**src/rtl/uart_pkg.sv**
```systemverilog
// Shared UART line-level constants: control characters, printable range and tx_line states.
package uart_pkg;

   localparam logic [7:0] CHAR_NUL = 8'h00;
   localparam logic [7:0] CHAR_LF  = 8'h0A;
   localparam logic [7:0] CHAR_CR  = 8'h0D;

   localparam logic [7:0] PRINT_MIN_DEF = 8'h20;
   localparam logic [7:0] PRINT_MAX_DEF = 8'h7E;

   typedef enum logic [9:0] {
      ST_IDLE    = 10'b00_0000_0001,
      ST_FETCH   = 10'b00_0000_0010,
      ST_CHECK   = 10'b00_0000_0100,
      ST_SEND    = 10'b00_0000_1000,
      ST_WAIT    = 10'b00_0001_0000,
      ST_SEND_CR = 10'b00_0010_0000,
      ST_WAIT_CR = 10'b00_0100_0000,
      ST_SEND_LF = 10'b00_1000_0000,
      ST_WAIT_LF = 10'b01_0000_0000,
      ST_DONE    = 10'b10_0000_0000
   } tx_line_state_e;

   function automatic logic is_printable(input logic [7:0] c,
                                         input logic [7:0] lo,
                                         input logic [7:0] hi);
      return (c >= lo) && (c <= hi);
   endfunction

endpackage

```
**src/rtl/rise_detect.sv**
```systemverilog
// Rising-edge detector on a level input; the history register resets to 1 so a level
// held high through reset never reads as an edge. Combinational edge, one register of history.
module rise_detect (
   input  logic clock,
   input  logic reset,
   input  logic level_i,
   output logic edge_o
);

   logic last_q;

   always_ff @(posedge clock) begin
      if (reset) begin
         last_q <= 1'b1;
      end else begin
         last_q <= level_i;
      end
   end

   assign edge_o = level_i && !last_q;

endmodule

```
**src/rtl/tx_line.sv**
```systemverilog
// Streams a NUL-terminated line from line RAM to the UART byte engine, then CR/LF.
// One byte in flight; each byte waits for the UART's tx_done rising edge before the next fetch.
module tx_line
   import uart_pkg::*;
#(
   parameter bit         APPEND_CR = 1'b1,
   parameter logic [7:0] PRINT_MIN = PRINT_MIN_DEF,
   parameter logic [7:0] PRINT_MAX = PRINT_MAX_DEF
) (
   input  logic       clock,
   input  logic       reset,
   input  logic       start_i,
   input  logic [7:0] start_addr_i,
   output logic [7:0] addr_o,
   input  logic [7:0] rd_data_i,
   output logic [7:0] tx_data_o,
   output logic       tx_start_o,
   input  logic       tx_done_i,
   output logic       busy_o,
   output logic       tx_line_done_o,
   output logic       truncated_o
);

   tx_line_state_e state_q, state_d;
   logic [7:0] addr_q, addr_d;
   logic [7:0] base_q, base_d;
   logic [7:0] tx_data_q, tx_data_d;
   logic       tx_start_q, tx_start_d;
   logic       busy_q, busy_d;
   logic       done_q, done_d;
   logic       trunc_q, trunc_d;

   logic           tx_done_edge;
   logic           edge_ok;
   logic [7:0]     addr_inc;
   logic           wrap;
   logic           printable;
   tx_line_state_e eol_st;

   rise_detect u_done_edge (
      .clock   (clock),
      .reset   (reset),
      .level_i (tx_done_i),
      .edge_o  (tx_done_edge)
   );

   // An edge coinciding with our own tx_start pulse belongs to the previous byte.
   assign edge_ok   = tx_done_edge && !tx_start_q;
   assign addr_inc  = addr_q + 8'd1;
   assign wrap      = (addr_inc == base_q);
   assign printable = is_printable(rd_data_i, PRINT_MIN, PRINT_MAX);
   assign eol_st    = APPEND_CR ? ST_SEND_CR : ST_SEND_LF;

   always_ff @(posedge clock) begin
      if (reset) begin
         state_q    <= ST_IDLE;
         addr_q     <= 8'd0;
         base_q     <= 8'd0;
         tx_data_q  <= 8'd0;
         tx_start_q <= 1'b0;
         busy_q     <= 1'b0;
         done_q     <= 1'b0;
         trunc_q    <= 1'b0;
      end else begin
         state_q    <= state_d;
         addr_q     <= addr_d;
         base_q     <= base_d;
         tx_data_q  <= tx_data_d;
         tx_start_q <= tx_start_d;
         busy_q     <= busy_d;
         done_q     <= done_d;
         trunc_q    <= trunc_d;
      end
   end

   always_comb begin
      state_d = state_q;
      case (state_q)
         ST_IDLE:    if (start_i) state_d = ST_FETCH;
         ST_FETCH:   state_d = ST_CHECK;
         ST_CHECK: begin
            if (rd_data_i == CHAR_NUL)  state_d = eol_st;
            else if (!printable)        state_d = wrap ? eol_st : ST_FETCH;
            else                        state_d = ST_WAIT;
         end
         ST_WAIT:    if (edge_ok) state_d = wrap ? eol_st : ST_FETCH;
         ST_SEND_CR: state_d = ST_WAIT_CR;
         ST_WAIT_CR: if (edge_ok) state_d = ST_SEND_LF;
         ST_SEND_LF: state_d = ST_WAIT_LF;
         ST_WAIT_LF: if (edge_ok) state_d = ST_DONE;
         ST_DONE:    state_d = ST_IDLE;
         default:    state_d = ST_IDLE;
      endcase
   end

   always_comb begin
      addr_d     = addr_q;
      base_d     = base_q;
      tx_data_d  = tx_data_q;
      tx_start_d = 1'b0;
      busy_d     = busy_q;
      done_d     = 1'b0;
      trunc_d    = trunc_q;
      case (state_q)
         ST_IDLE: begin
            if (start_i) begin
               addr_d  = start_addr_i;
               base_d  = start_addr_i;
               busy_d  = 1'b1;
               trunc_d = 1'b0;
            end
         end
         ST_CHECK: begin
            if (rd_data_i == CHAR_NUL) begin
               // line ending handled by the next state
            end else if (!printable) begin
               if (wrap) trunc_d = 1'b1;
               else      addr_d  = addr_inc;
            end else begin
               tx_data_d  = rd_data_i;
               tx_start_d = 1'b1;
            end
         end
         ST_WAIT: begin
            if (edge_ok) begin
               if (wrap) trunc_d = 1'b1;
               else      addr_d  = addr_inc;
            end
         end
         ST_SEND_CR: begin
            tx_data_d  = CHAR_CR;
            tx_start_d = 1'b1;
         end
         ST_SEND_LF: begin
            tx_data_d  = CHAR_LF;
            tx_start_d = 1'b1;
         end
         ST_DONE: begin
            done_d = 1'b1;
            busy_d = 1'b0;
         end
         default: ;
      endcase
   end

   assign addr_o         = addr_q;
   assign tx_data_o      = tx_data_q;
   assign tx_start_o     = tx_start_q;
   assign busy_o         = busy_q;
   assign tx_line_done_o = done_q;
   assign truncated_o    = trunc_q;

endmodule

```
**config.mk**
```make
export PLATFORM = sky130hd
export DESIGN_NAME = tx_line
export DESIGN_NICKNAME = d
export VERILOG_FILES = /design/src/rtl/uart_pkg.sv /design/src/rtl/rise_detect.sv /design/src/rtl/tx_line.sv
export SDC_FILE = /design/constraint.sdc
export NUM_CORES = 1
export LEC_CHECK = 0
export ABC_CLOCK_PERIOD_IN_PS = 2340
export BUFFER_PORTS_ARGS = -buffer_cell sky130_fd_sc_hd__buf_4
export CORE_MARGIN = 10
export CORE_UTILIZATION = 35
export DETAILED_ROUTE_END_ITERATION = 10
export HOLD_SLACK_MARGIN = 0.1
export PLACE_DENSITY = 0.66
export SLEW_MARGIN = 20
export SYNTH_ARGS = -nofsm -noshare
export SYNTH_HDL_FRONTEND = slang
export SYNTH_SLANG_ARGS = --single-unit
```
**constraint.sdc**
```tcl
create_clock -name clock -period 2.34 [get_ports clock]
set_clock_uncertainty 0.05 [all_clocks]
set_input_delay 0.351 -clock clock [delete_from_list [all_inputs] [get_ports clock]]
set_output_delay 0.351 -clock clock [all_outputs]
set_load 0.02 [all_outputs]
```
======== After elaboration in Yosys (flattened, before gate mapping) ========
Cells that the tools add are included.
cells by class
  $add $sub $neg .......................... 1
  equal/unequal tests ..................... 17
  multiplexer cells ....................... 29
  magnitude comparators ................... 2
  reduce and logical (&&, ||, !) cells .... 15
operators by type and width
  cell                                                                                 count
  10-bit case mux with 8 select lines                                                  1
  8-bit 2-to-1 mux                                                                     7
  8-bit case mux with 3 select lines                                                   2
  10-bit 2-to-1 mux                                                                    4
  6-bit 2-to-1 mux                                                                     3
  2-bit != test, second input constant                                                 7
  10-bit by 1-bit equality test with 1-bit output, second input constant               1
  10-bit equality test, second input constant                                          1
  10-bit by 2-bit equality test with 1-bit output, second input constant               1
  10-bit by 3-bit equality test with 1-bit output, second input constant               1
  10-bit by 5-bit equality test with 1-bit output, second input constant               1
  10-bit by 6-bit equality test with 1-bit output, second input constant               1
  10-bit by 7-bit equality test with 1-bit output, second input constant               1
  10-bit by 8-bit equality test with 1-bit output, second input constant               1
  10-bit by 9-bit equality test with 1-bit output, second input constant               1
  1-bit 2-to-1 mux                                                                     9
  8-bit by 1-bit adder with 8-bit output, second input constant                        1
  8-bit equality test                                                                  1
  8-bit by 6-bit greater-or-equal comparator with 1-bit output, second input constant  1
  8-bit by 7-bit <= comparator with 1-bit output, second input constant                1
  8-bit zero test                                                                      1
  3-bit nonzero test                                                                   2
  5-bit AND reduction                                                                  1
  1-bit case mux with 2 select lines                                                   2
  8 further kinds                                                                      12
word-level totals
  output and inout port bits .............. 20
  bits in registers ....................... 39
  word-level logic and storage cells ...... 73

======== Longest topological paths before layout ========
  word-level depth ........................ 6
  depth in mapped cells ................... 10

======== Hierarchy ========
Synthesis repeated with hierarchy kept, for this count alone.
unflattened totals
  cell total of the unflattened synthesis .. 271
  area, all modules ....................... 2,209.6 um^2
modules (own cells, without submodules)
  module       area an instance (um^2)  seq. area each (um^2)  cells an instance  times used
  tx_line      2,177.1                  740.7                  268                1
  rise_detect  32.5                     20.0                   3                  1

======== Worst setup path after synthesis ========
No wires, ideal clock.
  path type ............................... flip-flop to flip-flop
  start ................................... register addr_q[0], in the netlist addr_o[0]
  end ..................................... register addr_q[0], in the netlist addr_o[0]
  slack ................................... -27 ps
  data arrival time ....................... 2,201 ps
  path buffers ............................ 0
  period minus slack after synthesis ...... 2,367 ps
  stages on the path, launching flop included .. 9
  cells stage by stage .................... dfxtp_1 -> ha_1 -> and3_1 -> nand3_1 -> xnor2_1 -> o2111ai_1 -> a2bb2oi_1 -> nor4_1 -> a31o_2
on the way
  word-level cells in the longest chain between the ends .. 6
ends and longest elaborated chain
  item                                    line                            source
  from (decl)                             tx_line.sv:25                   logic [7:0] addr_q, addr_d;
  from (signal assigned)                  tx_line.sv:66                   addr_q <= addr_d;
  8-bit by 1-bit adder with 8-bit output  tx_line.sv:49                   assign addr_inc = addr_q + 8'd1;
  8-bit equality test                     tx_line.sv:50                   assign wrap = (addr_inc == base_q);
  8-bit 2-to-1 mux *                      tx_line.sv:117, tx_line.sv:126
  8-bit 2-to-1 mux                        tx_line.sv:116                  end else if (!printable) begin
  8-bit 2-to-1 mux                        tx_line.sv:114                  if (rd_data_i == CHAR_NUL) begin
  8-bit case mux with 3 select lines *    tx_line.sv:104                  case (state_q)
Mark *: on every way between the ends. The rest lies on a longest branch, timed or not. The select of a mux whose other input is x is not followed.
A chain may end at the register's enable or synchronous reset.

======== Worst setup path in the final report ========
  start ................................... register state_q[6]
  end ..................................... register addr_q[5], in the netlist addr_o[5]
on the way
  word-level cells in the longest chain between the ends .. 3
ends and longest elaborated chain
  item                                                                           line            source
  from (decl)                                                                    tx_line.sv:24   tx_line_state_e state_q, state_d;
  from (signal assigned)                                                         tx_line.sv:65   state_q <= state_d;
  10-bit by 3-bit equality test with 1-bit output, or another cell as far along  tx_line.sv:104
  2-bit != test (no line) / 3-bit nonzero test (equally long branches)           --
  5-bit AND reduction (no line)                                                  --
Parallel ways exist; a longest one is shown, timed or not.

==> impl_metrics.py <==
metrics = {
    "synth": {
        "synth_area_leaders": "dfxtp_1 (35%), nand2_1 (7.2%), a21oi_1 (5.6%), xnor2_1 (3.3%), o21ai_0 (3.0%)",
        "synth-seq-cells": 38,
        "netlist_instances": 263,
        "syn-num-nets": 284,
        "synth_top_area_share": 0.355,
        "synth_flop_cell": "dfxtp_1",
        "synth_edf_count": 0,
        "synthArstFlopShare": 0,
        "synthesis.area_um2": 2140,
        "synth_seq_area_share": 0.355,
        "yosysWarningCount": 0,
        "netlist.top_cell.by_area": "dfxtp_1",
        "syn_area_per_cell_um2": 8.15,
        "yosysUniqueCellTypes": 58,
    },
    "cts": {
        "clk_path_buf_depth": 2,
        "cts_tree": "done",
        "postCtsHoldBufs": 0,
        "worstSkewPairLatency_ns": 0.30,
        "root_buffer": "clkbuf_8",
        "cts_sinks": 38,
        "cts_max_level": 2,
        "clk_pin_slew_ns": 0.08,
        "cts_made_buffers": 5,
    },
    "route": {
        "routedWlPerCell_um": 15.1,
        "drtIter0Drc": 93,
        "drtPass1Iterations": 4,
        "finalWirelength_mm": 6.03,
        "vias": 2154,
        "drc": 0,
        "ant_nets": 0,
        "via_per_inst": 5.40,
    },
    "final_layout": {
        "final_cells": 399,
        "drive_above_1_share": 0.333,
        "layout_common_cells": "buf_4 (67), nand2_1 (41), dfxtp_1 (35)",
        "finalCoreUtilization": 0.486,
        "num_antenna_cells": 0,
        "synthToLayoutAreaGrowth_pct": 34.2,
        "final_common_cell": "buf_4",
        "nNetsFinal": 344,
        "nFillCells": 570,
    },
    "floorplanning": {
        "num_rows": 28,
        "fp.dieH_um": 98.3,
        "coreArea_um2": 5920,
        "die_w_um": 98.3,
        "io-pin-count": 40,
        "initial_core_util": 0.362,
        "die_area_um2": 9650,
    },
    "sta": {
        "fin_crit_sh": 0.951,
        "fmax_mhz": 449,
        "drv_slew": 0,
        "setup_tns_ns": 0,
        "slew_headroom": 0.649,
        "period_needed_ns": 2.22,
        "worst_pin_slew_ns": 0.527,
        "hold_violations": 0,
        "setup-violations-final": 0,
    },
    "worst_setup_path": {
        "crit_type": "register to register",
        "cpMaxStageDelayCell": "or4_4",
        "crit_chain": "or4_4 -> nor4_1 -> a211o_2 -> a21oi_4 -> buf_12 -> buf_4 -> nand2_1 -> o21ai_0 -> a21oi_1",
        "crit_fanout": 8,
        "max_stage_delay_ns": 0.58,
        "critical_path.top_delay_family": "simple AND/OR/NAND/NOR gates",
        "crit_required_ns": 2.52,
        "cp.buffers_inverters": 2,
        "start_kind": "register",
        "critPathArrivalTime_ns": 2.41,
        "endpoint_kind": "register",
    },
    "grt": {
        "grt_use_met1": 0.147,
        "grt_remaining_overflow": 0,
        "track_usage": 0.122,
        "grt_pass1_wl_mm": 10.0,
        "grt_max_degree": 32,
        "top_usage_layer": "met2",
        "use_met3": 0.0275,
        "met2_usage": 0.204,
        "grt_pass1_vias": 2086,
        "antenna_found_initial": 0,
    },
    "placement": {
        "dp_hpwl_mm": 4.40,
        "place_congestion": 0.857,
        "place_inst": 384,
        "io_buffers": 39,
    },
    "power_and_ir_drop": {
        "leakage_nw": 1.19,
        "vdd_drop_max_mv": 0.479,
        "total_power_mw": 2.99,
        "power.density_nw_per_um2": 1040,
    },
    "outcome": {
        "outcome": "finished, final reports clean",
    },
    "min_path": {
        "hold_class": "input port to register",
    },
    "job": {
        "drv_cap": 0,
    },
}
synthesized netlist by cell type (4+ instances only):
master     n
and3_1     6
o21ai_0   13
a21oi_1   24
xor2_1     4
nor4_1     8
clkbuf_1   8
buf_6      4
nand2b_1   6
nor3b_1    4
inv_1      6
nand2_1   41
nand3_1    9
dfxtp_1   38
nor3_1     4
nor2_1    15
xnor2_1    8
report_power, final:
part,switching [mW],internal (mW)
clock,0.262,0.317
combinational,0.791,0.740
sequential,0.126,0.758
total,1.18,1.82
worst paths after layout:
kind | startpoint | end | slack, ns | cells past startpoint
setup / recovery | state_q[6] | addr_o[5] | 0.12 | 9
hold / removal | tx_done_i | u_done_edge.last_q | 0.19 | 2
setup reg to reg | state_q[6] | addr_o[5] | 0.12 | 9
hold reg to reg | base_q[0] | base_q[0] | 0.42 | 2
final cells by class:
class                      count  area (um^2)  share of cell area
sequential                    38          767               0.267
clock buffer                   5         68.8              0.0239
tap                           75         93.8              0.0326
clock inverter                 3         45.0              0.0157
inverter                       6         22.5             0.00783
multi-input combinational    204         1360               0.472
timing repair buffer          68          523               0.182
per-layer routing:
metal	up-vias	wire [um]
li1	1071	-
met1	1019	2600
met2	57	3040
met3	7	293
met4	0	95
met5	-	0
kinds of logic (layout without fill, tap and decap cells):
kind of cell             after synthesis  count (layout)  synth area share
flip-flops                            38              38             0.355
buffers and inverters                 21              82            0.0525
XOR/XNOR                              12              12            0.0490
multiplexers                           4               4            0.0204
AND/OR/NAND/NOR                      116             116             0.290
AO/OA/AOI/OAI                         71              71             0.227
adder cells (fa/ha/maj)                1               1           0.00584
registers in the layout (all words and copies together) (netlist names):
name	cells
tx_data_o	8
truncated_o	1
state_q	9
busy_o	1
tx_start_o	1
u_done_edge.last_q	1
tx_line_done_o	1
addr_o	8
base_q	8
stage by stage:
stage | hold WS [ns] | setup WS (ns) | instance area (um^2)
floorplan | 0.386 | 0.0581 | 2150
global placement | 0.400 | -0.137 | 2610
detailed placement | 0.411 | -0.141 | 2610
CTS | 0.185 | 0.00836 | 2760
global route | 0.193 | -0.0118 | 2880
finish | 0.191 | 0.115 | 2880
repair_timing:
action / CTS / global route
gates resized for setup: 6 / 11
setup buffers: 1 / 6
endpoints found under the setup margin: 7 / 11
pin swaps: 0 / 4
No activity file was read; power rests on OpenSTA's default activity.
